==> config.mk <==
export PLATFORM = sky130hd
export DESIGN_NAME = hierarchical_dot_dec
export DESIGN_NICKNAME = d
export VERILOG_FILES = /design/src/rtl/hdd_pkg.sv /design/src/rtl/hdd_skid_fifo.sv /design/src/rtl/hierarchical_dot_dec.sv
export SDC_FILE = /design/constraint.sdc
export NUM_CORES = 1
export LEC_CHECK = 0
export BUFFER_PORTS_ARGS = -buffer_cell sky130_fd_sc_hd__buf_4
export CAP_MARGIN = 30
export CORE_ASPECT_RATIO = 0.6
export CORE_UTILIZATION = 52
export DETAILED_ROUTE_END_ITERATION = 7
export MAX_ROUTING_LAYER = met4
export PLACE_DENSITY = 0.77
export SLEW_MARGIN = 20
export SYNTH_ARGS = -nofsm -noshare
export SYNTH_HDL_FRONTEND = slang
export SYNTH_SLANG_ARGS = --single-unit
==> constraint.sdc <==
create_clock -name clk -period 2.1 [get_ports clk]
set_input_delay 0.315 -clock clk [delete_from_list [all_inputs] [get_ports clk]]
set_output_delay 0.315 -clock clk [all_outputs]
set_load 0.05 [all_outputs]
==> src/rtl/hdd_pkg.sv <==
// Shared types and constants for the hierarchical-dot decode path.
package hdd_pkg;

    localparam int unsigned HDD_FIFO_DEPTH = 2;
    localparam int unsigned HDD_DEF_W      = 8;

    typedef enum logic {
        IDLE,
        FRAME
    } hdd_state_e;

    // Beat layout at the default code width; wider instances use the same field order.
    typedef struct packed {
        logic [HDD_DEF_W-2:0] val;
        logic                 err;
        logic                 last;
    } hdd_beat_t;

endpackage

==> src/rtl/hdd_skid_fifo.sv <==
// Two-entry FIFO holding decoded beats; the caller guarantees no push when full and no pop when empty.
module hdd_skid_fifo
    import hdd_pkg::*;
#(
    parameter int unsigned DW = 9
) (
    input  logic          clk,
    input  logic          rst,
    input  logic          push,
    input  logic [DW-1:0] push_data,
    input  logic          pop,
    output logic [DW-1:0] head,
    output logic [1:0]    count
);

    logic [DW-1:0] mem [HDD_FIFO_DEPTH];
    logic          wr_ptr;
    logic          rd_ptr;

    always_ff @(posedge clk) begin
        if (rst) begin
            for (int unsigned i = 0; i < HDD_FIFO_DEPTH; i++) begin
                mem[i] <= '0;
            end
            wr_ptr <= 1'b0;
            rd_ptr <= 1'b0;
            count  <= '0;
        end else begin
            if (push) begin
                mem[wr_ptr] <= push_data;
                wr_ptr      <= ~wr_ptr;
            end
            if (pop) begin
                rd_ptr <= ~rd_ptr;
            end
            count <= count + 2'(push) - 2'(pop);
        end
    end

    assign head = mem[rd_ptr];

endmodule

==> src/rtl/hierarchical_dot_dec.sv <==
// Streaming decoder for code = 2*x + 1: recovers x[W-2:0], flags even codes, counts frames and errors.
module hierarchical_dot_dec
    import hdd_pkg::*;
#(
    parameter int unsigned W     = 8,
    parameter int unsigned CNT_W = 8
) (
    input  logic             clk,
    input  logic             rst,
    input  logic             in_valid,
    output logic             in_ready,
    input  logic [W-1:0]     in_code,
    input  logic             in_last,
    output logic             out_valid,
    input  logic             out_ready,
    output logic [W-2:0]     out_val,
    output logic             out_err,
    output logic             out_last,
    output logic [CNT_W-1:0] err_count,
    output logic [CNT_W-1:0] frame_count,
    output logic             busy
);

    // Same field order as hdd_beat_t, sized to this instance's code width.
    typedef struct packed {
        logic [W-2:0] val;
        logic         err;
        logic         last;
    } beat_t;

    localparam int unsigned BEAT_W = $bits(beat_t);

    hdd_state_e        state;
    hdd_state_e        state_next;
    beat_t             push_beat;
    beat_t             head_beat;
    logic [BEAT_W-1:0] head_bits;
    logic [1:0]        count;
    logic              accept;
    logic              deliver;

    assign in_ready  = (count < 2'(HDD_FIFO_DEPTH));
    assign out_valid = (count != 2'd0);
    assign accept    = in_valid && in_ready;
    assign deliver   = out_valid && out_ready;

    always_comb begin : decode
        logic [W-2:0] dec_val;
        dec_val   = in_code[W-1:1];
        push_beat = '0;
        begin : assemble
            push_beat.val  = decode.dec_val;
            push_beat.err  = ~in_code[0];
            push_beat.last = in_last;
        end
    end

    hdd_skid_fifo #(
        .DW(BEAT_W)
    ) u_fifo (
        .clk      (clk),
        .rst      (rst),
        .push     (accept),
        .push_data(push_beat),
        .pop      (deliver),
        .head     (head_bits),
        .count    (count)
    );

    assign head_beat = beat_t'(head_bits);
    assign out_val   = head_beat.val;
    assign out_err   = head_beat.err;
    assign out_last  = head_beat.last;

    always_ff @(posedge clk) begin
        if (rst) begin
            state <= IDLE;
        end else begin
            state <= state_next;
        end
    end

    always_comb begin
        state_next = state;
        if (accept) begin
            state_next = in_last ? IDLE : FRAME;
        end
    end

    always_ff @(posedge clk) begin
        if (rst) begin
            err_count   <= '0;
            frame_count <= '0;
        end else if (accept) begin
            if (!in_code[0] && (err_count != '1)) begin
                err_count <= err_count + CNT_W'(1);
            end
            if (in_last) begin
                frame_count <= frame_count + CNT_W'(1);
            end
        end
    end

    assign busy = (state == FRAME) || (count != 2'd0);

endmodule

* After elaboration in Yosys (flattened, before gate mapping)
Memory sizes are Yosys's and may differ from the RTL's. A register that Yosys moved wholly into a read port is not among the register bits.
Cells that the tools add are included.
** Storage, ports and cells
- Register bits :: 21
- Bits in writable memories :: 18
- Bits of input ports :: 13
- Output and inout port bits :: 28
- Logic and storage cells :: 36
- Memories :: 1
** Cells by class
- Add/subtract/negate cells :: 4
- Magnitude comparators :: 1
- Equal/unequal tests :: 1
- Muxes and demuxes :: 11
- Bitwise gates (word level) :: 3
- Reduce and logical (&&, ||, !) cells :: 9
** Memory list
- u_fifo.mem :: depth 2, bits a word 9, read ports 1, clocked after memory_dff 1, write ports 2, RTL line hdd_skid_fifo.sv:16 : logic [DW-1:0] mem [HDD_FIFO_DEPTH];
** Operator list (number)
- $add 8x1->8 const B :: 2
- $mux 1 :: 10
- $mux 9 :: 1
- $reduce_or 9->1 :: 1
- $ne 8x8->1 const B :: 1
- $reduce_and 2->1 :: 2
- $logic_and 1x1->1 :: 3
- $not 1->1 :: 3
- $add 2x1->2 :: 1
- $lt 2x2->1 const B :: 1
- $reduce_bool 2->1 :: 1
- $sub 2x1->2 :: 1
- $logic_not 1->1 :: 1
- $logic_or 1x1->1 :: 1

* Depth between registers and ports, before layout
- Word-level depth :: 7
- Gate-level depth with buffers :: 8
- Depth with buffers taken out :: 8

* Cells and area by module
A second synthesis with hierarchy kept.
** Unflattened totals
- Cells, all modules :: 171
- Area, all modules :: 1910.6 µm²
** Modules (own cells, without submodules)
- hdd_skid_fifo :: times used 1, cells an instance 78, area each 1064.8 µm², seq. area each 640.6 µm²
- hierarchical_dot_dec :: times used 1, cells an instance 93, area each 845.8 µm², seq. area each 340.3 µm²

* Worst setup path before layout
OpenSTA, ideal clock, no wires.
- Path kind :: register to register
- Start :: reg u_fifo.count[1]
- End :: reg u_fifo.count[1]
- Data arrival time :: 1.788 ns
- Data required time :: 1.972 ns
- Setup slack :: 0.184 ns
- Cell stages (with the launch flop) :: 9
- Buffers on the path :: 0
- Clock period less this slack :: 1.916 ns
- Cell sequence :: dfxtp_1 -> or2_2 -> and2_1 -> ha_1 -> inv_1 -> ha_1 -> xnor2_1 -> xnor2_1 -> nor2_1
** RTL lines
- start: declaration :: RTL line hdd_skid_fifo.sv:13 : output logic [1:0] count
- start signal: assignment :: RTL line hdd_skid_fifo.sv:36 : count <= count + 2'(push) - 2'(pop);
- $reduce_bool 2->1 :: RTL line hierarchical_dot_dec.sv:43 : assign out_valid = (count != 2'd0);
- net out_valid :: RTL line hierarchical_dot_dec.sv:14 : output logic out_valid,
- $logic_and 1x1->1 :: RTL line hierarchical_dot_dec.sv:45 : assign deliver = out_valid && out_ready;
- net deliver :: RTL line hierarchical_dot_dec.sv:40 : logic deliver;
- $sub 2x1->2 :: RTL line hdd_skid_fifo.sv:36
The timed path passes the listed nets, and every way through them passes these cells.
A chain may end at the register's enable or synchronous reset.

* Worst setup path in the final report
- Start :: reg u_fifo.count[1]
- End :: reg u_fifo.count[1]
** RTL lines (RTL line)
- $reduce_bool 2->1 :: hierarchical_dot_dec.sv:43
- $logic_and 1x1->1 :: hierarchical_dot_dec.sv:45
- net deliver :: hierarchical_dot_dec.sv:40
- $sub 2x1->2 :: hdd_skid_fifo.sv:36
The timed path passes the listed nets, and every way through them passes these cells.

==> results.py <==
metrics = {
    "worst_setup_path": {
        "crit_path_max_fanout": 5,
        "slowest_delay_ps": 370,
        "required_ps": 2270,
        "arrival_ps": 2030,
        "end_kind": "flop",
        "path_delay_family": "simple AND/OR/NAND/NOR gates",
        "critPathKind": "reg2reg",
        "worstSetupStartpointType": "flop",
        "r2r_cells": 8,
        "path_buf_inv": 1,
        "crit_chain": "or2_2 > and2_1 > ha_1 > inv_1 > ha_1 > xnor2_1 > xnor2_1 > nor2_1",
        "cp_slowest_cell": "dfxtp_1",
        "cp_num_cells": 8,
    },
    "sta": {
        "fin_setup_tns_ps": 0,
        "tightest_slew_ps": 460,
        "finalHoldViolations": 0,
        "rsz0062_at_grt": "no",
        "final-max-slew-violation-count": 0,
        "clock.fmax_mhz": 539,
        "min_period_ps": 1860,
        "setup_ws_ps": 243,
        "period_share": 0.884,
        "fin_worst_skew_ps": 8.82,
        "slew_headroom": 0.692,
        "finalSetupViolCount": 0,
    },
    "layout": {
        "fin_cells": 248,
        "layout-drive-gt1-share": 0.301,
        "syn2layout_area_growth_pct": 24.8,
        "nFillCells": 228,
        "antennaDiodeCount": 0,
        "fin_nets": 222,
    },
    "global_route": {
        "grt_overflow_total": 0,
        "antenna_found_initial": 0,
        "grt_max_degree": 29,
        "grt_pass1_wl_um": 5920,
        "groute.usage.overall": 0.231,
        "first_global_vias": 1280,
    },
    "placed_design": {
        "place_ws_ps": 264,
        "dpl.cell_count": 240,
        "port-buffer-count": 40,
        "dp_hpwl_um": 2750,
        "gp_congestion": 0.890,
    },
    "die": {
        "ios": 41,
        "die_h_um": 47.1,
        "die_area_um2": 3640,
        "row_count": 15,
        "core_area_um2": 3040,
        "initial_utilization": 0.580,
        "die_w_um": 77.2,
    },
    "cts": {
        "cts_setup_buffers": 0,
        "worstSkewPairLatency_ps": 290,
        "cts.sinks": 40,
        "cts.path.max_buffers": 2,
        "cts_resized": 0,
        "cts_inserted_buffers": 5,
        "cts_tree": "yes",
        "ctsHtreeMaxLevel": 2,
        "root_buffer": "clkbuf_8",
        "clk_pin_slew_worst_paths_ps": 80,
        "cts_hold_buffers": 0,
    },
    "synthesis": {
        "syn_nets": 177,
        "syn_avg_cell_area_um2": 11.0,
        "synth_edf_count": 18,
        "ys_seq_elements": 40,
        "ys_seq_area_frac": 0.556,
        "synthFlopType": "dfxtp_1",
        "yosys_warnings": 0,
        "syn-cell-area_um2": 1760,
        "async_reset_ff_frac": 0,
        "synthCells": 160,
        "synth.distinct_cells": 30,
    },
    "run": {
        "cap_violations": 0,
    },
    "route": {
        "dr.first_iter.drc_count": 58,
        "first_pass_iters": 4,
        "vias": 1347,
        "post-route-drc-count": 0,
        "wl_um": 3710,
        "vias_per_cell": 5.43,
        "wl_per_cell_um": 15.0,
        "ant_nets": 0,
    },
    "min_path": {
        "hold_path_class": "in2reg",
        "hold_path_depth": 2,
    },
    "power": {
        "peakVddDrop_v": 0.000911,
        "leakage_nw": 0.917,
        "finalPower_mw": 2.43,
        "powerDensity_nw_per_um2": 1100,
    },
    "run_status": {
        "status": "completed",
    },
}
-- cell families (layout without fill, tap and decap cells) --
| logic type | count (synthesis) | in the layout | share of synthesized area |
|---|---|---|---|
| buffers and inverters | 8 | 54 | 0.0170 |
| adder cells (fa/ha/maj) | 4 | 4 | 0.0284 |
| multiplexers | 10 | 10 | 0.0631 |
| flip-flops | 40 | 40 | 0.556 |
| AND/OR/NAND/NOR | 69 | 69 | 0.213 |
| XOR/XNOR | 14 | 14 | 0.0695 |
| AO/OA/AOI/OAI | 15 | 15 | 0.0525 |
-- layout by cell type (no fill, tap or decap), types with 5 or more instances in the layout --
master    synthesis  final
edfxtp_1         18     18
clkbuf_8          0      5
nor2_1           19     19
xnor2_1           6      6
o21ai_0           5      5
buf_4             0     42
dfxtp_1          22     22
xor2_1            8      8
nand2_1           7      7
and2_1           17     17
mux2_2            9      9
-- worst register-to-register path, cell delays in order (launching register included) --
cell,delay (ps)
dfxtp_1,370
or2_2,320
and2_1,190
ha_1,270
inv_1,40
ha_1,200
xnor2_1,170
xnor2_1,130
nor2_1,50
-- final cells by class --
| type | instances | area [µm²] | area share |
|---|---|---|---|
| clock inverters | 2 | 11.3 | 0.00512 |
| clock buffers | 6 | 72.6 | 0.0330 |
| inverters | 4 | 15.0 | 0.00682 |
| well taps | 42 | 52.6 | 0.0239 |
| flip-flops and latches | 40 | 981 | 0.446 |
| multi-input cells | 112 | 753 | 0.342 |
| repair buffers | 42 | 315 | 0.143 |
-- per-stage QoR --
stage / cell area [µm²] / hold WS [ps] / utilization
2_1_floorplan: 1760 / 471 / -
3_3_place_gp: 2120 / 500 / 0.696
3_5_place_dp: 2120 / 530 / 0.696
4_1_cts: 2200 / 308 / 0.724
5_1_grt: 2200 / 300 / 0.724
6_report: 2200 / 312 / 0.724
-- synthesized netlist by cell type, drive strengths merged (2+ instances only) --
cell type | n | share of area
or2 | 2 | 0.0071
dfxtp | 22 | 0.25
nor3 | 4 | 0.011
xor2 | 8 | 0.040
mux2 | 9 | 0.057
nand3 | 3 | 0.0085
xnor2 | 6 | 0.030
clkbuf | 4 | 0.0085
and2 | 17 | 0.060
and3 | 2 | 0.0071
ha | 4 | 0.028
inv | 4 | 0.0085
nor2 | 19 | 0.040
nand2b | 2 | 0.0071
edfxtp | 18 | 0.31
nand4b | 2 | 0.0099
nand4 | 3 | 0.011
o211ai | 3 | 0.013
or3 | 4 | 0.014
nand2 | 7 | 0.015
o21ai | 6 | 0.019
a21oi | 4 | 0.011
-- sequential cells by signal (all words and copies together) (netlist names), named ones only --
| signal | cells |
|---|---|
| u_fifo.mem | 18 |
| err_count | 8 |
| frame_count | 8 |
| u_fifo.count | 2 |
| state | 1 |
| u_fifo.rd_ptr | 1 |
| u_fifo.wr_ptr | 1 |
-- path summary, 6_finish.rpt --
path / start / endpoint / slack, ps
max: u_fifo.count[1] / u_fifo.count[1] / 240
min: in_code[3] / u_fifo.mem[0][4] / 310
max reg2reg: u_fifo.count[1] / u_fifo.count[1] / 240
min reg2reg: err_count[6] / err_count[6] / 540
-- routing by layer --
| metal | vias up | global-route usage | wire length [µm] |
|---|---|---|---|
| met5 | - | - | 0 |
| met4 | 0 | 0.0981 | 53 |
| met3 | 6 | 0.0602 | 222 |
| met2 | 54 | 0.381 | 1720 |
| met1 | 639 | 0.279 | 1720 |
| li1 | 648 | - | - |
-- where the power goes --
group | total, mW | switching (mW) | internal (mW)
Clock | 0.491 | 0.258 | 0.233
Sequential | 1.01 | 0.0883 | 0.924
Combinational | 0.926 | 0.592 | 0.334
(Power assumes the default switching activity.)
